File: config.mk
export PLATFORM = sky130hd
export DESIGN_NAME = bpu_resolve
export DESIGN_NICKNAME = d
export VERILOG_FILES = /design/src/rtl/bpu_resolve.sv
export SDC_FILE = /design/constraint.sdc
export NUM_CORES = 1
export LEC_CHECK = 0
export CAP_MARGIN = 20
export CORE_MARGIN = 2
export CORE_UTILIZATION = 39
export CTS_BUF_LIST = sky130_fd_sc_hd__clkbuf_4 sky130_fd_sc_hd__clkbuf_8
export DETAILED_ROUTE_END_ITERATION = 8
export GPL_ROUTABILITY_DRIVEN = 0
export PLACE_DENSITY = 0.57
export SYNTH_ARGS = -nofsm -noshare
export SYNTH_HDL_FRONTEND = slang
export SYNTH_SLANG_ARGS = --single-unit
File: constraint.sdc
create_clock -name in_Clk -period 8.5 [get_ports in_Clk]
set_clock_uncertainty 0.05 [all_clocks]
set_input_delay 1.7 -clock in_Clk [delete_from_list [all_inputs] [get_ports in_Clk]]
set_output_delay 1.7 -clock in_Clk [all_outputs]
set_load 0.01 [all_outputs]
File: src/rtl/bpu_resolve.sv
// Branch-prediction resolve queue: holds in-flight predictions, pops the oldest on resolve and
// emits registered PHT-update and flush outputs. Optional counters under BPU_RESOLVE_STATS_EN.
module bpu_resolve #(
   parameter int unsigned DEPTH     = 8,
   parameter int unsigned IDX_WIDTH = 9
) (
   input  logic                 in_Clk,
   input  logic                 in_Rst_N,
   input  logic                 in_pred_valid,
   input  logic [IDX_WIDTH-1:0] in_pred_pc,
   input  logic [IDX_WIDTH-1:0] in_pred_ghr,
   input  logic                 in_pred_taken,
   output logic                 out_pred_ready,
   input  logic                 in_res_valid,
   input  logic                 in_res_taken,
   output logic                 out_upd_valid,
   output logic [IDX_WIDTH-1:0] out_upd_addr,
   output logic                 out_upd_taken,
   output logic                 out_mispredict,
   output logic [IDX_WIDTH-1:0] out_restore_ghr,
   output logic                 out_underflow,
   output logic [15:0]          out_stat_total,
   output logic [15:0]          out_stat_miss
);

   localparam int unsigned PW = (DEPTH > 1) ? $clog2(DEPTH) : 1;
   localparam logic [PW:0] FULL_CNT = DEPTH[PW:0];

   logic [IDX_WIDTH-1:0] pc_mem  [DEPTH];
   logic [IDX_WIDTH-1:0] ghr_mem [DEPTH];
   logic [DEPTH-1:0]     pred_mem;

   logic [PW-1:0] rd_ptr_q, wr_ptr_q;
   logic [PW:0]   count_q;

   logic                 upd_valid_q, upd_taken_q, mispredict_q, underflow_q;
   logic [IDX_WIDTH-1:0] upd_addr_q, restore_ghr_q;

   logic empty, res_fire, miss, push;

   assign empty          = (count_q == '0);
   assign out_pred_ready = (count_q != FULL_CNT);
   assign res_fire       = in_res_valid & ~empty;
   assign miss           = res_fire & (pred_mem[rd_ptr_q] != in_res_taken);
   // A correct resolve frees a slot this cycle, so a full queue may still accept; a
   // mispredict makes any same-cycle record wrong-path.
   assign push           = in_pred_valid & ~miss & (out_pred_ready | res_fire);

   always_ff @(posedge in_Clk) begin
      if (push) begin
         pc_mem[wr_ptr_q]   <= in_pred_pc;
         ghr_mem[wr_ptr_q]  <= in_pred_ghr;
         pred_mem[wr_ptr_q] <= in_pred_taken;
      end
   end

   always_ff @(posedge in_Clk or negedge in_Rst_N) begin
      if (!in_Rst_N) begin
         rd_ptr_q <= '0;
         wr_ptr_q <= '0;
         count_q  <= '0;
      end else if (miss) begin
         rd_ptr_q <= rd_ptr_q + 1'b1;
         wr_ptr_q <= rd_ptr_q + 1'b1;
         count_q  <= '0;
      end else begin
         if (res_fire) rd_ptr_q <= rd_ptr_q + 1'b1;
         if (push)     wr_ptr_q <= wr_ptr_q + 1'b1;
         case ({push, res_fire})
            2'b10:   count_q <= count_q + 1'b1;
            2'b01:   count_q <= count_q - 1'b1;
            default: count_q <= count_q;
         endcase
      end
   end

   always_ff @(posedge in_Clk or negedge in_Rst_N) begin
      if (!in_Rst_N) begin
         upd_valid_q   <= 1'b0;
         upd_addr_q    <= '0;
         upd_taken_q   <= 1'b0;
         mispredict_q  <= 1'b0;
         restore_ghr_q <= '0;
         underflow_q   <= 1'b0;
      end else begin
         upd_valid_q  <= res_fire;
         mispredict_q <= miss;
         if (res_fire) begin
            upd_addr_q    <= pc_mem[rd_ptr_q] ^ ghr_mem[rd_ptr_q];
            upd_taken_q   <= in_res_taken;
            restore_ghr_q <= {ghr_mem[rd_ptr_q][IDX_WIDTH-2:0], in_res_taken};
         end
         if (in_res_valid && empty) underflow_q <= 1'b1;
      end
   end

   assign out_upd_valid   = upd_valid_q;
   assign out_upd_addr    = upd_addr_q;
   assign out_upd_taken   = upd_taken_q;
   assign out_mispredict  = mispredict_q;
   assign out_restore_ghr = restore_ghr_q;
   assign out_underflow   = underflow_q;

`ifdef BPU_RESOLVE_STATS_EN
   logic [15:0] stat_total_q, stat_miss_q;

   always_ff @(posedge in_Clk or negedge in_Rst_N) begin
      if (!in_Rst_N) begin
         stat_total_q <= '0;
         stat_miss_q  <= '0;
      end else begin
         if (res_fire && stat_total_q != 16'hFFFF) stat_total_q <= stat_total_q + 16'd1;
         if (miss && stat_miss_q != 16'hFFFF)      stat_miss_q  <= stat_miss_q + 16'd1;
      end
   end

   assign out_stat_total = stat_total_q;
   assign out_stat_miss  = stat_miss_q;
`else
   assign out_stat_total = 16'h0000;
   assign out_stat_miss  = 16'h0000;
`endif

endmodule

==> results of run 1 <==
critical path, stage by stage:
cell	delay [ns]
sky130_fd_sc_hd__clkdlybuf4s50_1	0.65
sky130_fd_sc_hd__o41ai_4	0.12
sky130_fd_sc_hd__buf_4	0.39
sky130_fd_sc_hd__inv_1	0.19
sky130_fd_sc_hd__and2_1	0.24
sky130_fd_sc_hd__mux2i_4	0.29
sky130_fd_sc_hd__a21oi_1	0.20
sky130_fd_sc_hd__ha_1	0.35
sky130_fd_sc_hd__a21o_1	0.22
sky130_fd_sc_hd__a21o_1	0.21
sky130_fd_sc_hd__a221o_1	0.30
sky130_fd_sc_hd__a31o_2	0.23
routing by layer:
layer | global-route usage (%) | up-vias | wire length [um]
met5 | 0 | - | 0
met1 | 19.5 | 1888 | 6360
met4 | 3.97 | 0 | 170
li1 | - | 1672 | -
met3 | 3.63 | 13 | 589
met2 | 25.4 | 88 | 7270
cell type report:
type | count | share of cell area, %
clock buffer | 19 | 2.92
clock inverter | 12 | 1.87
inverter | 3 | 0.129
multi-input combinational | 210 | 23.8
sequential | 183 | 61.1
tap | 265 | 3.79
timing repair buffer | 59 | 6.38
cells in the mapped netlist, types with 2 or more instances:
library cell,number
sky130_fd_sc_hd__mux2_2,4
sky130_fd_sc_hd__nor2_1,5
sky130_fd_sc_hd__buf_2,5
sky130_fd_sc_hd__mux2_1,2
sky130_fd_sc_hd__clkbuf_1,11
sky130_fd_sc_hd__o311ai_0,2
sky130_fd_sc_hd__xor2_1,4
sky130_fd_sc_hd__dfrtp_1,31
sky130_fd_sc_hd__mux2i_1,18
sky130_fd_sc_hd__ha_1,4
sky130_fd_sc_hd__nand3_1,2
sky130_fd_sc_hd__nor3_1,3
sky130_fd_sc_hd__a21oi_1,6
sky130_fd_sc_hd__xnor2_1,13
sky130_fd_sc_hd__nand2b_1,5
sky130_fd_sc_hd__buf_1,4
sky130_fd_sc_hd__a21o_1,4
sky130_fd_sc_hd__mux4_2,37
sky130_fd_sc_hd__nor4b_4,2
sky130_fd_sc_hd__edfxtp_1,152
sky130_fd_sc_hd__nor4_2,2
sky130_fd_sc_hd__inv_1,2
sky130_fd_sc_hd__o21ai_0,18
sky130_fd_sc_hd__buf_4,33
sky130_fd_sc_hd__nand2_1,28
sky130_fd_sc_hd__buf_6,2
stage by stage:
| stage | power [mW] | cells | utilization (%) |
|---|---|---|---|
| final | 2.87 | 751 | 45.2 |
| after global routing | 3.04 | 751 | 45.2 |
| after CTS | 2.92 | 751 | 45.2 |
| after detailed placement | 2.30 | 720 | 43.1 |
| after global placement | 2.27 | 720 | 43.1 |
| after floorplan | 1.96 | 451 | - |
cell families (layout without fill, tap and decap cells):
kind of cell,count (synthesis),after routing,synth area share (%)
AND/OR/NAND/NOR,54,54,4.26
adder cells (fa/ha/maj),5,5,0.918
AO/OA/AOI/OAI,40,40,3.66
flip-flops,183,183,70.0
multiplexers,62,62,14.5
XOR/XNOR,17,17,1.95
other,1,32,0.0491
buffers and inverters,58,93,4.75
flip-flops by register name, indices dropped and copies added (netlist names):
name             cells
rd_ptr_q             3
out_upd_valid        1
out_underflow        1
pc_mem              72
out_upd_addr         9
out_mispredict       1
out_restore_ghr      9
count_q              4
wr_ptr_q             3
ghr_mem             72
pred_mem             8
path summary, 6_finish.rpt:
kind	startpoint	endpoint	slack [ns]	cells after the start
min in group asynchronous	in_Rst_N	out_restore_ghr[8]	1.61	2
min	out_underflow	out_underflow	0.41	1
min reg2reg	out_underflow	out_underflow	0.41	1
max in group asynchronous	in_Rst_N	rd_ptr_q[1]	6.47	2
max	in_res_valid	count_q[3]	3.68	12
max reg2reg	count_q[2]	count_q[3]	4.82	11
power by group through the flow:
stage	combinational [mW]	clock (mW)	sequential, mW
after floorplan	0.713	0	1.25
after global placement	1.01	0	1.27
after detailed placement	1.03	0	1.28
after CTS	1.03	0.629	1.26
after global routing	1.11	0.659	1.27
final	1.00	0.610	1.26
==> run_summary.xml, run 1 <==
<?xml version="1.0" encoding="UTF-8"?>
<metrics>
  <group name="synth">
    <metric name="syn-cell-area" unit="sq mm">0.00763</metric>
    <metric name="postSynthCellCount" unit="">420</metric>
    <metric name="synth.yosys.seq_area_share" unit="%">70.0</metric>
    <metric name="synth_cell_type_count" unit="">47</metric>
    <metric name="synth.top_cell.area_share" unit="%">59.8</metric>
    <metric name="synth_area_leaders" unit="">sky130_fd_sc_hd__edfxtp_1 60%, sky130_fd_sc_hd__mux4_2 11%, sky130_fd_sc_hd__dfrtp_1 10%</metric>
    <metric name="synthArstFlopShare" unit="%">16.9</metric>
    <metric name="synthesis.area_per_instance" unit="sq um">18.2</metric>
    <metric name="netlist.top_cell.by_area" unit="">sky130_fd_sc_hd__edfxtp_1</metric>
    <metric name="synth-seq-cells" unit="">183</metric>
    <metric name="synth.yosys.warnings" unit="">0</metric>
    <metric name="synth_enable_flop_cells" unit="">152</metric>
    <metric name="yosys_most_used_dff" unit="">sky130_fd_sc_hd__edfxtp_1</metric>
  </group>
  <group name="setup_path">
    <metric name="startpoint_type_of_the_worst_setup_path" unit="">primary input</metric>
    <metric name="timing.critical_path.required" unit="ns">8.78</metric>
    <metric name="critical_path_arrival" unit="ns">5.11</metric>
    <metric name="critPathKind" unit="">primary input to flop</metric>
    <metric name="end_kind" unit="">flop</metric>
    <metric name="timing.critical_path.fanout_max" unit="">41</metric>
  </group>
  <group name="routing">
    <metric name="avgViaCountPerCell" unit="">4.87</metric>
    <metric name="detail_route.iter0.violations" unit="">222</metric>
    <metric name="vias" unit="">3661</metric>
    <metric name="wirelength" unit="um">14400</metric>
    <metric name="detail-route-antenna-nets" unit="">0</metric>
    <metric name="wl_per_cell" unit="um">19.2</metric>
    <metric name="drc" unit="">0</metric>
    <metric name="drtPass1Iterations" unit="">7</metric>
  </group>
  <group name="clock_network">
    <metric name="cts_tree" unit="">yes</metric>
    <metric name="clock-sinks" unit="">183</metric>
    <metric name="htree_num_levels" unit="">4</metric>
    <metric name="clk_transition_reported_paths" unit="ns">0.09</metric>
    <metric name="cts_made_buffers" unit="">17</metric>
    <metric name="clk_latency" unit="ns">0.44</metric>
    <metric name="postCtsSetupRepairBufs" unit="">0</metric>
    <metric name="ctsResizeCount" unit="">0</metric>
    <metric name="ctsRootBufferMaster" unit="">sky130_fd_sc_hd__clkbuf_8</metric>
    <metric name="hold_buffers" unit="">0</metric>
    <metric name="clockBufferDepth" unit="">2</metric>
  </group>
  <group name="layout">
    <metric name="final_cell_mix" unit="">152 x sky130_fd_sc_hd__edfxtp_1, 46 x sky130_fd_sc_hd__clkdlybuf4s50_1, 37 x sky130_fd_sc_hd__mux4_2</metric>
    <metric name="layout.cell_area.non_filler" unit="sq mm">0.00875</metric>
    <metric name="layout-drive-gt1-share" unit="%">20.4</metric>
    <metric name="leading_cell_type_in_the_layout_fill_and_taps_excluded" unit="">sky130_fd_sc_hd__edfxtp_1</metric>
    <metric name="final.fill_count" unit="">1689</metric>
    <metric name="multi_input_area" unit="sq mm">0.00208</metric>
    <metric name="area_growth_syn_to_layout" unit="%">14.6</metric>
    <metric name="finish.net_count" unit="">503</metric>
    <metric name="diodes" unit="">0</metric>
    <metric name="layout.area.seq" unit="sq mm">0.00534</metric>
  </group>
  <group name="power_and_ir_drop">
    <metric name="sw_power" unit="mW">0.933</metric>
    <metric name="power_leakage" unit="nW">3.00</metric>
    <metric name="powerDensity" unit="mW/mm^2">328</metric>
    <metric name="sw_frac_of_total" unit="%">32.5</metric>
    <metric name="vdd.ir_drop.worst" unit="mV">0.175</metric>
    <metric name="power_frac_clock" unit="%">21.3</metric>
    <metric name="power_frac_seq" unit="%">43.8</metric>
    <metric name="power.internal" unit="mW">1.93</metric>
    <metric name="combinationalPowerShare" unit="%">34.9</metric>
  </group>
  <group name="floorplanning">
    <metric name="design.core.area" unit="sq mm">0.0193</metric>
    <metric name="die_y" unit="um">144</metric>
    <metric name="die_area" unit="sq mm">0.0207</metric>
    <metric name="std_cell_rows" unit="">51</metric>
    <metric name="pin_count" unit="">79</metric>
    <metric name="chipWidth" unit="um">144</metric>
    <metric name="floorplan.initialDensity" unit="%">39.5</metric>
  </group>
  <group name="placed_design">
    <metric name="hpwl" unit="um">8760</metric>
    <metric name="dp_slack" unit="ns">3.16</metric>
    <metric name="placed_cell_area" unit="sq mm">0.00833</metric>
    <metric name="io_buffer_count" unit="">46</metric>
  </group>
  <group name="timing">
    <metric name="report.final.slew_viol_count" unit="">0</metric>
    <metric name="fmax" unit="MHz">207</metric>
    <metric name="hold_slack" unit="ns">0.409</metric>
    <metric name="report.final.setup_viol" unit="">0</metric>
    <metric name="post-route-period-util" unit="%">56.8</metric>
    <metric name="timing.max_slew.rel_slack" unit="%">47.1</metric>
    <metric name="rsz_0062_raised_after_global_routing" unit="">false</metric>
    <metric name="hold_viol" unit="">0</metric>
    <metric name="final.min_clock_period" unit="ns">4.82</metric>
    <metric name="final.setup.worst_slack" unit="ns">3.68</metric>
    <metric name="tightest_slew" unit="ns">0.794</metric>
    <metric name="fin_tns_setup" unit="ns">0</metric>
  </group>
  <group name="global_routing">
    <metric name="global_route_wire_length_before_repair" unit="um">22400</metric>
    <metric name="grt_antenna_before_repair" unit="">1</metric>
    <metric name="grt_pass1_vias" unit="">3767</metric>
    <metric name="grt-ovfl-total" unit="">0</metric>
    <metric name="global_route.usage.total" unit="%">15.0</metric>
    <metric name="largest_net_degree_at_the_start_of_global_routing" unit="">42</metric>
  </group>
  <group name="worst_hold_path">
    <metric name="hp-class" unit="">flop to flop</metric>
  </group>
  <group name="status">
    <metric name="outcome" unit="">finished, final reports clean</metric>
  </group>
  <group name="run">
    <metric name="drv.max_cap_violation_count" unit="">0</metric>
  </group>
</metrics>
Power figures use the tool's default switching activity.
==> run 2: changes to the inputs <==
==> constraint.sdc (replaced) <==
create_clock -name in_Clk -period 4.6 [get_ports in_Clk]
set_clock_uncertainty 0.05 [all_clocks]
set_input_delay 0.92 -clock in_Clk [delete_from_list [all_inputs] [get_ports in_Clk]]
set_output_delay 0.92 -clock in_Clk [all_outputs]
set_load 0.01 [all_outputs]
==> run_summary.xml, run 2 (same netlist as run 1, synthesis figures left out) <==
<?xml version="1.0" encoding="UTF-8"?>
<metrics>
  <group name="status">
    <metric name="outcome" unit="">finished, final reports clean</metric>
  </group>
  <group name="routing">
    <metric name="wl_per_cell" unit="um">19.5</metric>
    <metric name="drtPass1Iterations" unit="">4</metric>
    <metric name="vias" unit="">3757</metric>
    <metric name="wirelength" unit="um">14700</metric>
    <metric name="top_signal_layer_used" unit="">met4</metric>
    <metric name="avgViaCountPerCell" unit="">4.98</metric>
    <metric name="drc" unit="">0</metric>
    <metric name="detailroute.wirelength.met3" unit="um">687</metric>
    <metric name="detail_route.wirelength.met1" unit="um">6570</metric>
    <metric name="detail-route-antenna-nets" unit="">0</metric>
    <metric name="detail_route.iter0.violations" unit="">242</metric>
    <metric name="routed_length_on_met2" unit="um">7300</metric>
  </group>
  <group name="setup_path">
    <metric name="timing.critical_path.fanout_max" unit="">13</metric>
    <metric name="timing.critical_path.required" unit="ns">4.91</metric>
    <metric name="timing.rr.start" unit="">count_q[2]</metric>
    <metric name="critical_path.cell_chain" unit="">clkdlybuf4s50_1, o41ai_4, inv_1, and2_1, mux2i_4, a21oi_1, ha_1, a21o_1, a21o_1, a221o_1, a31o_2</metric>
    <metric name="end_kind" unit="">flop</metric>
    <metric name="max_stage_delay" unit="ns">0.76</metric>
    <metric name="crit_path_start" unit="">in_res_valid</metric>
    <metric name="critical_path_arrival" unit="ns">3.96</metric>
    <metric name="critPathKind" unit="">primary input to flop</metric>
    <metric name="crit_top_cell" unit="">sky130_fd_sc_hd__a21o_1</metric>
    <metric name="startpoint_type_of_the_worst_setup_path" unit="">primary input</metric>
    <metric name="slowest_stage" unit="">sky130_fd_sc_hd__clkdlybuf4s50_1</metric>
  </group>
  <group name="global_routing">
    <metric name="global_route.usage.total" unit="%">15.4</metric>
    <metric name="grt_pass1_vias" unit="">3812</metric>
    <metric name="largest_net_degree_at_the_start_of_global_routing" unit="">39</metric>
    <metric name="global_route_wire_length_before_repair" unit="um">22800</metric>
    <metric name="grt-ovfl-total" unit="">0</metric>
    <metric name="grt_antenna_before_repair" unit="">0</metric>
  </group>
  <group name="layout">
    <metric name="reg_top3" unit="">ghr_mem x72, pc_mem x72</metric>
    <metric name="finish.net_count" unit="">506</metric>
    <metric name="utilization" unit="%">45.4</metric>
    <metric name="final_cell_mix" unit="">152 x sky130_fd_sc_hd__edfxtp_1, 46 x sky130_fd_sc_hd__clkdlybuf4s50_1, 37 x sky130_fd_sc_hd__mux4_2</metric>
    <metric name="layout-drive-gt1-share" unit="%">21.0</metric>
    <metric name="area_growth_syn_to_layout" unit="%">15.0</metric>
    <metric name="leading_cell_type_in_the_layout_fill_and_taps_excluded" unit="">sky130_fd_sc_hd__edfxtp_1</metric>
    <metric name="diodes" unit="">0</metric>
  </group>
  <group name="clock_network">
    <metric name="clk_transition_reported_paths" unit="ns">0.09</metric>
    <metric name="clk_latency" unit="ns">0.46</metric>
    <metric name="ctsRootBufferMaster" unit="">sky130_fd_sc_hd__clkbuf_8</metric>
    <metric name="postCtsSetupRepairBufs" unit="">0</metric>
    <metric name="htree_num_levels" unit="">4</metric>
    <metric name="cts_made_buffers" unit="">17</metric>
    <metric name="clockBufferDepth" unit="">2</metric>
    <metric name="ctsResizeCount" unit="">0</metric>
    <metric name="cts_tree" unit="">yes</metric>
    <metric name="hold_buffers" unit="">0</metric>
    <metric name="clock-sinks" unit="">183</metric>
  </group>
  <group name="power_and_ir_drop">
    <metric name="combinationalPowerShare" unit="%">35.1</metric>
    <metric name="power_frac_clock" unit="%">21.3</metric>
    <metric name="power_frac_seq" unit="%">43.6</metric>
    <metric name="power.internal" unit="mW">3.54</metric>
    <metric name="powerDensity" unit="mW/mm^2">603</metric>
    <metric name="sw_frac_of_total" unit="%">33.2</metric>
    <metric name="power_leakage" unit="nW">3.03</metric>
    <metric name="power.total" unit="mW">5.30</metric>
    <metric name="sw_power" unit="mW">1.76</metric>
    <metric name="vdd.ir_drop.worst" unit="mV">0.262</metric>
  </group>
  <group name="timing">
    <metric name="report.final.setup_viol" unit="">0</metric>
    <metric name="rsz_0062_raised_after_global_routing" unit="">false</metric>
    <metric name="final.min_clock_period" unit="ns">3.66</metric>
    <metric name="tightest_slew" unit="ns">0.774</metric>
    <metric name="fin_tns_setup" unit="ns">0</metric>
    <metric name="hold_viol" unit="">0</metric>
    <metric name="final.setup.worst_slack" unit="ns">0.945</metric>
    <metric name="timing.max_slew.rel_slack" unit="%">48.4</metric>
    <metric name="post-route-period-util" unit="%">79.5</metric>
    <metric name="fmax" unit="MHz">274</metric>
    <metric name="report.final.slew_viol_count" unit="">0</metric>
  </group>
  <group name="worst_hold_path">
    <metric name="hp-class" unit="">flop to flop</metric>
    <metric name="worst_hold_startpoint" unit="">out_underflow</metric>
  </group>
  <group name="floorplanning">
    <metric name="die_area" unit="sq mm">0.0207</metric>
    <metric name="pin_count" unit="">79</metric>
    <metric name="die_y" unit="um">144</metric>
    <metric name="chipWidth" unit="um">144</metric>
    <metric name="design.core.area" unit="sq mm">0.0193</metric>
    <metric name="floorplan.initialDensity" unit="%">39.5</metric>
    <metric name="std_cell_rows" unit="">51</metric>
  </group>
  <group name="placed_design">
    <metric name="dp_slack" unit="ns">0.491</metric>
    <metric name="io_buffer_count" unit="">46</metric>
    <metric name="hpwl" unit="um">8960</metric>
  </group>
  <group name="run">
    <metric name="drv.max_cap_violation_count" unit="">0</metric>
  </group>
</metrics>
==> run 2: power by group through the flow <==
stage                     clock network [mW]  registers (mW)  logic, mW
final                                   1.13            2.31       1.86
after global routing                    1.22            2.35       2.05
after CTS                               1.16            2.32       1.91
after detailed placement                   0            2.35       1.90
after global placement                     0            2.34       1.88
after floorplan                            0            2.30       1.32
==> run 2: critical path: cells and delay by family <==
family / cells / cell delay, ns
adder cells (fa/ha/maj): 1 / 0.29
AND/OR/NAND/NOR: 1 / 0.19
buffers and inverters: 2 / 0.89
multiplexers: 1 / 0.13
AO/OA/AOI/OAI: 6 / 1.54
==> run 2: path summary, 6_finish.rpt <==
| kind | endpoint | slack (ns) | cells past startpoint |
|---|---|---|---|
| setup / recovery | count_q[3] | 0.94 | 11 |
| hold / removal | out_underflow | 0.42 | 1 |
| setup reg to reg | count_q[3] | 1.04 | 10 |
| hold reg to reg | out_underflow | 0.42 | 1 |
| max in group asynchronous | rd_ptr_q[1] | 3.20 | 2 |
| min in group asynchronous | out_upd_valid | 0.74 | 1 |
==> run 2: layer usage <==
metal  global-route usage, %  up-vias
met5                       0        -
met4                    4.75        0
met3                    4.17       12
met2                    24.8      106
met1                    20.5     1964
li1                        -     1675
==> run 2: through the flow <==
step,hold WS (ns),std cells,area (sq um)
floorplan,0.443,451,7750
global placement,0.406,722,8340
global route,0.447,755,8780
detailed placement,0.403,722,8340
CTS,0.419,754,8750
finish,0.418,755,8780
==> run 2: cell type report <==
class / count / area, sq um
Timing Repair Buffer: 62 / 601
Clock buffer: 19 / 255
Sequential cell: 183 / 5340
Fill cell: 1663 / 10600
Multi-Input combinational cell: 210 / 2080
Tap cell: 265 / 332
Inverter: 3 / 11.3
Clock inverter: 13 / 155
==> run 3: changes to the inputs <==
--- a/config.mk
+++ b/config.mk
@@ -11,7 +11,7 @@
 export CTS_BUF_LIST = sky130_fd_sc_hd__clkbuf_4 sky130_fd_sc_hd__clkbuf_8
 export DETAILED_ROUTE_END_ITERATION = 8
 export GPL_ROUTABILITY_DRIVEN = 0
-export PLACE_DENSITY = 0.57
+export PLACE_DENSITY = 0.6
 export SYNTH_ARGS = -nofsm -noshare
 export SYNTH_HDL_FRONTEND = slang
 export SYNTH_SLANG_ARGS = --single-unit
==> constraint.sdc (replaced) <==
create_clock -name in_Clk -period 3.27 [get_ports in_Clk]
set_clock_uncertainty 0.05 [all_clocks]
set_input_delay 0.654 -clock in_Clk [delete_from_list [all_inputs] [get_ports in_Clk]]
set_output_delay 0.654 -clock in_Clk [all_outputs]
set_load 0.01 [all_outputs]
==> run_summary.xml, run 3 (same netlist as run 1, synthesis figures left out) <==
<?xml version="1.0" encoding="UTF-8"?>
<metrics>
  <group name="setup_path">
    <metric name="timing.rr.start" unit="">rd_ptr_q[0]</metric>
    <metric name="timing.critical_path.required" unit="ns">3.56</metric>
    <metric name="critPathKind" unit="">flop to flop</metric>
    <metric name="crit_path_start" unit="">rd_ptr_q[0]</metric>
    <metric name="max_stage_delay" unit="ns">0.53</metric>
    <metric name="slowest_stage" unit="">sky130_fd_sc_hd__mux4_2</metric>
    <metric name="r2r-end" unit="">count_q[3]</metric>
    <metric name="crit_top_cell" unit="">sky130_fd_sc_hd__a21o_1</metric>
    <metric name="critical_path_arrival" unit="ns">3.37</metric>
    <metric name="r2r_cells" unit="">9</metric>
    <metric name="cp-endpoint" unit="">count_q[3]</metric>
    <metric name="end_kind" unit="">flop</metric>
    <metric name="worst-r2r-setup-slack" unit="ns">0.19</metric>
    <metric name="startpoint_type_of_the_worst_setup_path" unit="">flop</metric>
    <metric name="timing.critical_path.fanout_max" unit="">7</metric>
    <metric name="critical_path.cell_chain" unit="">mux2_1, mux4_2, mux2i_4, a21oi_1, ha_1, a21o_1, a21o_1, a211o_1, a31o_2</metric>
  </group>
  <group name="timing">
    <metric name="tightest_slew" unit="ns">0.796</metric>
    <metric name="report.final.setup_viol" unit="">0</metric>
    <metric name="post-route-period-util" unit="%">94.2</metric>
    <metric name="final.setup.worst_slack" unit="ns">0.191</metric>
    <metric name="hold_viol" unit="">0</metric>
    <metric name="timing.max_slew.rel_slack" unit="%">46.9</metric>
    <metric name="report.final.slew_viol_count" unit="">0</metric>
    <metric name="final.min_clock_period" unit="ns">3.08</metric>
    <metric name="fmax" unit="MHz">325</metric>
    <metric name="rsz_0062_raised_after_global_routing" unit="">false</metric>
  </group>
  <group name="global_routing">
    <metric name="grt-ovfl-total" unit="">0</metric>
    <metric name="grt_pass1_vias" unit="">3915</metric>
    <metric name="global_route.usage.total" unit="%">15.5</metric>
    <metric name="largest_net_degree_at_the_start_of_global_routing" unit="">39</metric>
    <metric name="global_route_wire_length_before_repair" unit="um">23000</metric>
    <metric name="grt_antenna_before_repair" unit="">0</metric>
  </group>
  <group name="routing">
    <metric name="detail-route-antenna-nets" unit="">0</metric>
    <metric name="avgViaCountPerCell" unit="">4.98</metric>
    <metric name="drc" unit="">0</metric>
    <metric name="wl_per_cell" unit="um">19.6</metric>
    <metric name="wirelength" unit="um">15100</metric>
    <metric name="drtPass1Iterations" unit="">5</metric>
    <metric name="detail_route.iter0.violations" unit="">235</metric>
    <metric name="vias" unit="">3820</metric>
  </group>
  <group name="layout">
    <metric name="area_growth_syn_to_layout" unit="%">16.6</metric>
    <metric name="layout-drive-gt1-share" unit="%">23.5</metric>
    <metric name="layout.cell_area.non_filler" unit="sq mm">0.00890</metric>
    <metric name="reg_top3" unit="">ghr_mem x72, pc_mem x72</metric>
    <metric name="final_cell_mix" unit="">152 x sky130_fd_sc_hd__edfxtp_1, 45 x sky130_fd_sc_hd__clkdlybuf4s50_1, 37 x sky130_fd_sc_hd__mux4_2</metric>
    <metric name="leading_cell_type_in_the_layout_fill_and_taps_excluded" unit="">sky130_fd_sc_hd__edfxtp_1</metric>
    <metric name="final.fill_count" unit="">1659</metric>
    <metric name="diodes" unit="">0</metric>
    <metric name="finish.net_count" unit="">518</metric>
  </group>
  <group name="clock_network">
    <metric name="hold_buffers" unit="">0</metric>
    <metric name="cts_made_buffers" unit="">17</metric>
    <metric name="clock-sinks" unit="">183</metric>
    <metric name="cts_tree" unit="">yes</metric>
    <metric name="clockBufferDepth" unit="">2</metric>
    <metric name="ctsRootBufferMaster" unit="">sky130_fd_sc_hd__clkbuf_8</metric>
    <metric name="htree_num_levels" unit="">4</metric>
    <metric name="clk_latency" unit="ns">0.45</metric>
    <metric name="clk_transition_reported_paths" unit="ns">0.10</metric>
  </group>
  <group name="floorplanning">
    <metric name="die_y" unit="um">144</metric>
    <metric name="floorplan.initialDensity" unit="%">39.5</metric>
    <metric name="std_cell_rows" unit="">51</metric>
    <metric name="design.core.area" unit="sq mm">0.0193</metric>
    <metric name="chipWidth" unit="um">144</metric>
    <metric name="die_area" unit="sq mm">0.0207</metric>
    <metric name="pin_count" unit="">79</metric>
  </group>
  <group name="placed_design">
    <metric name="hpwl" unit="um">9480</metric>
    <metric name="dp_slack" unit="ns">0.0548</metric>
    <metric name="placed_cell_area" unit="sq mm">0.00848</metric>
    <metric name="io_buffer_count" unit="">46</metric>
  </group>
  <group name="power_and_ir_drop">
    <metric name="vdd.ir_drop.worst" unit="mV">0.435</metric>
    <metric name="power_leakage" unit="nW">3.07</metric>
    <metric name="powerDensity" unit="mW/mm^2">845</metric>
  </group>
  <group name="worst_hold_path">
    <metric name="hp-class" unit="">primary input to asynchronous set/reset pin</metric>
  </group>
  <group name="status">
    <metric name="outcome" unit="">finished, final reports clean</metric>
  </group>
  <group name="run">
    <metric name="drv.max_cap_violation_count" unit="">0</metric>
  </group>
</metrics>
[run 3: cell types whose count changed in the layout (fill, tap and decap cells not counted), sizes merged]
cell	previous run	this run
clkdlybuf4s50	46	45
inv	11	6
clkinvlp	0	5
buf	16	29
[run 3: critical path, delay by kind of cell, from the launching register on]
family          cells  cell delay (ns)
mux                 3             1.07
flops               1             0.47
fa+ha+maj           1             0.26
compound gates      5             1.12
[run 3: how the worst min path moves through the flow]
stage                        from       endpoint  slack (ns)  depth (start not counted)
floorplan                in_Rst_N     count_q[0]        0.31                          0
global placement    out_underflow  out_underflow        0.40                          1
CTS                      in_Rst_N  out_underflow        0.22                          1
finish                   in_Rst_N  out_underflow        0.23                          1
detailed placement  out_underflow  out_underflow        0.43                          1
global route             in_Rst_N  out_upd_valid        0.26                          1
[run 3: metal layers]
metal / global-route usage (%) / vias to the layer above / share of wire [%]
met5: 0 / - / 0
met4: 3.51 / 0 / 0.82
met3: 3.70 / 10 / 4.2
met2: 25.7 / 114 / 50
met1: 20.9 / 1999 / 45
li1: - / 1697 / -
[run 3: per-stage QoR]
step / power [mW] / hold slack (ns) / util (%) / instances / TNS (ns)
detailed placement: 6.08 / 0.425 / 43.9 / 735 / 0
CTS: 7.62 / 0.222 / 46.0 / 767 / 0
global route: 7.96 / 0.255 / 46.0 / 767 / 0
floorplan: 5.10 / 0.308 / - / 451 / -11.43
finish: 7.52 / 0.230 / 46.0 / 767 / 0
global placement: 5.99 / 0.397 / 43.9 / 735 / 0
[run 3: power by group]
group          internal, mW  switching, mW  total [mW]
registers              2.98          0.284        3.27
clock network         0.721          0.841        1.56
logic                  1.33           1.37        2.70
[run 3: layout make-up]
class,count,area (sq um),share of cell area [%]
clock inverters,13,170,1.91
well taps,265,332,3.73
repair buffers,74,703,7.90
inverters,3,11.3,0.127
clock buffers,19,249,2.80
multi-input cells,210,2090,23.5
flip-flops and latches,183,5340,60.0
[run 3: what timing repair did]
item,CTS,global route
setup endpoints to repair,0,2
resized for setup,0,1
hold endpoints to repair,0,0
buffers inserted,0,0
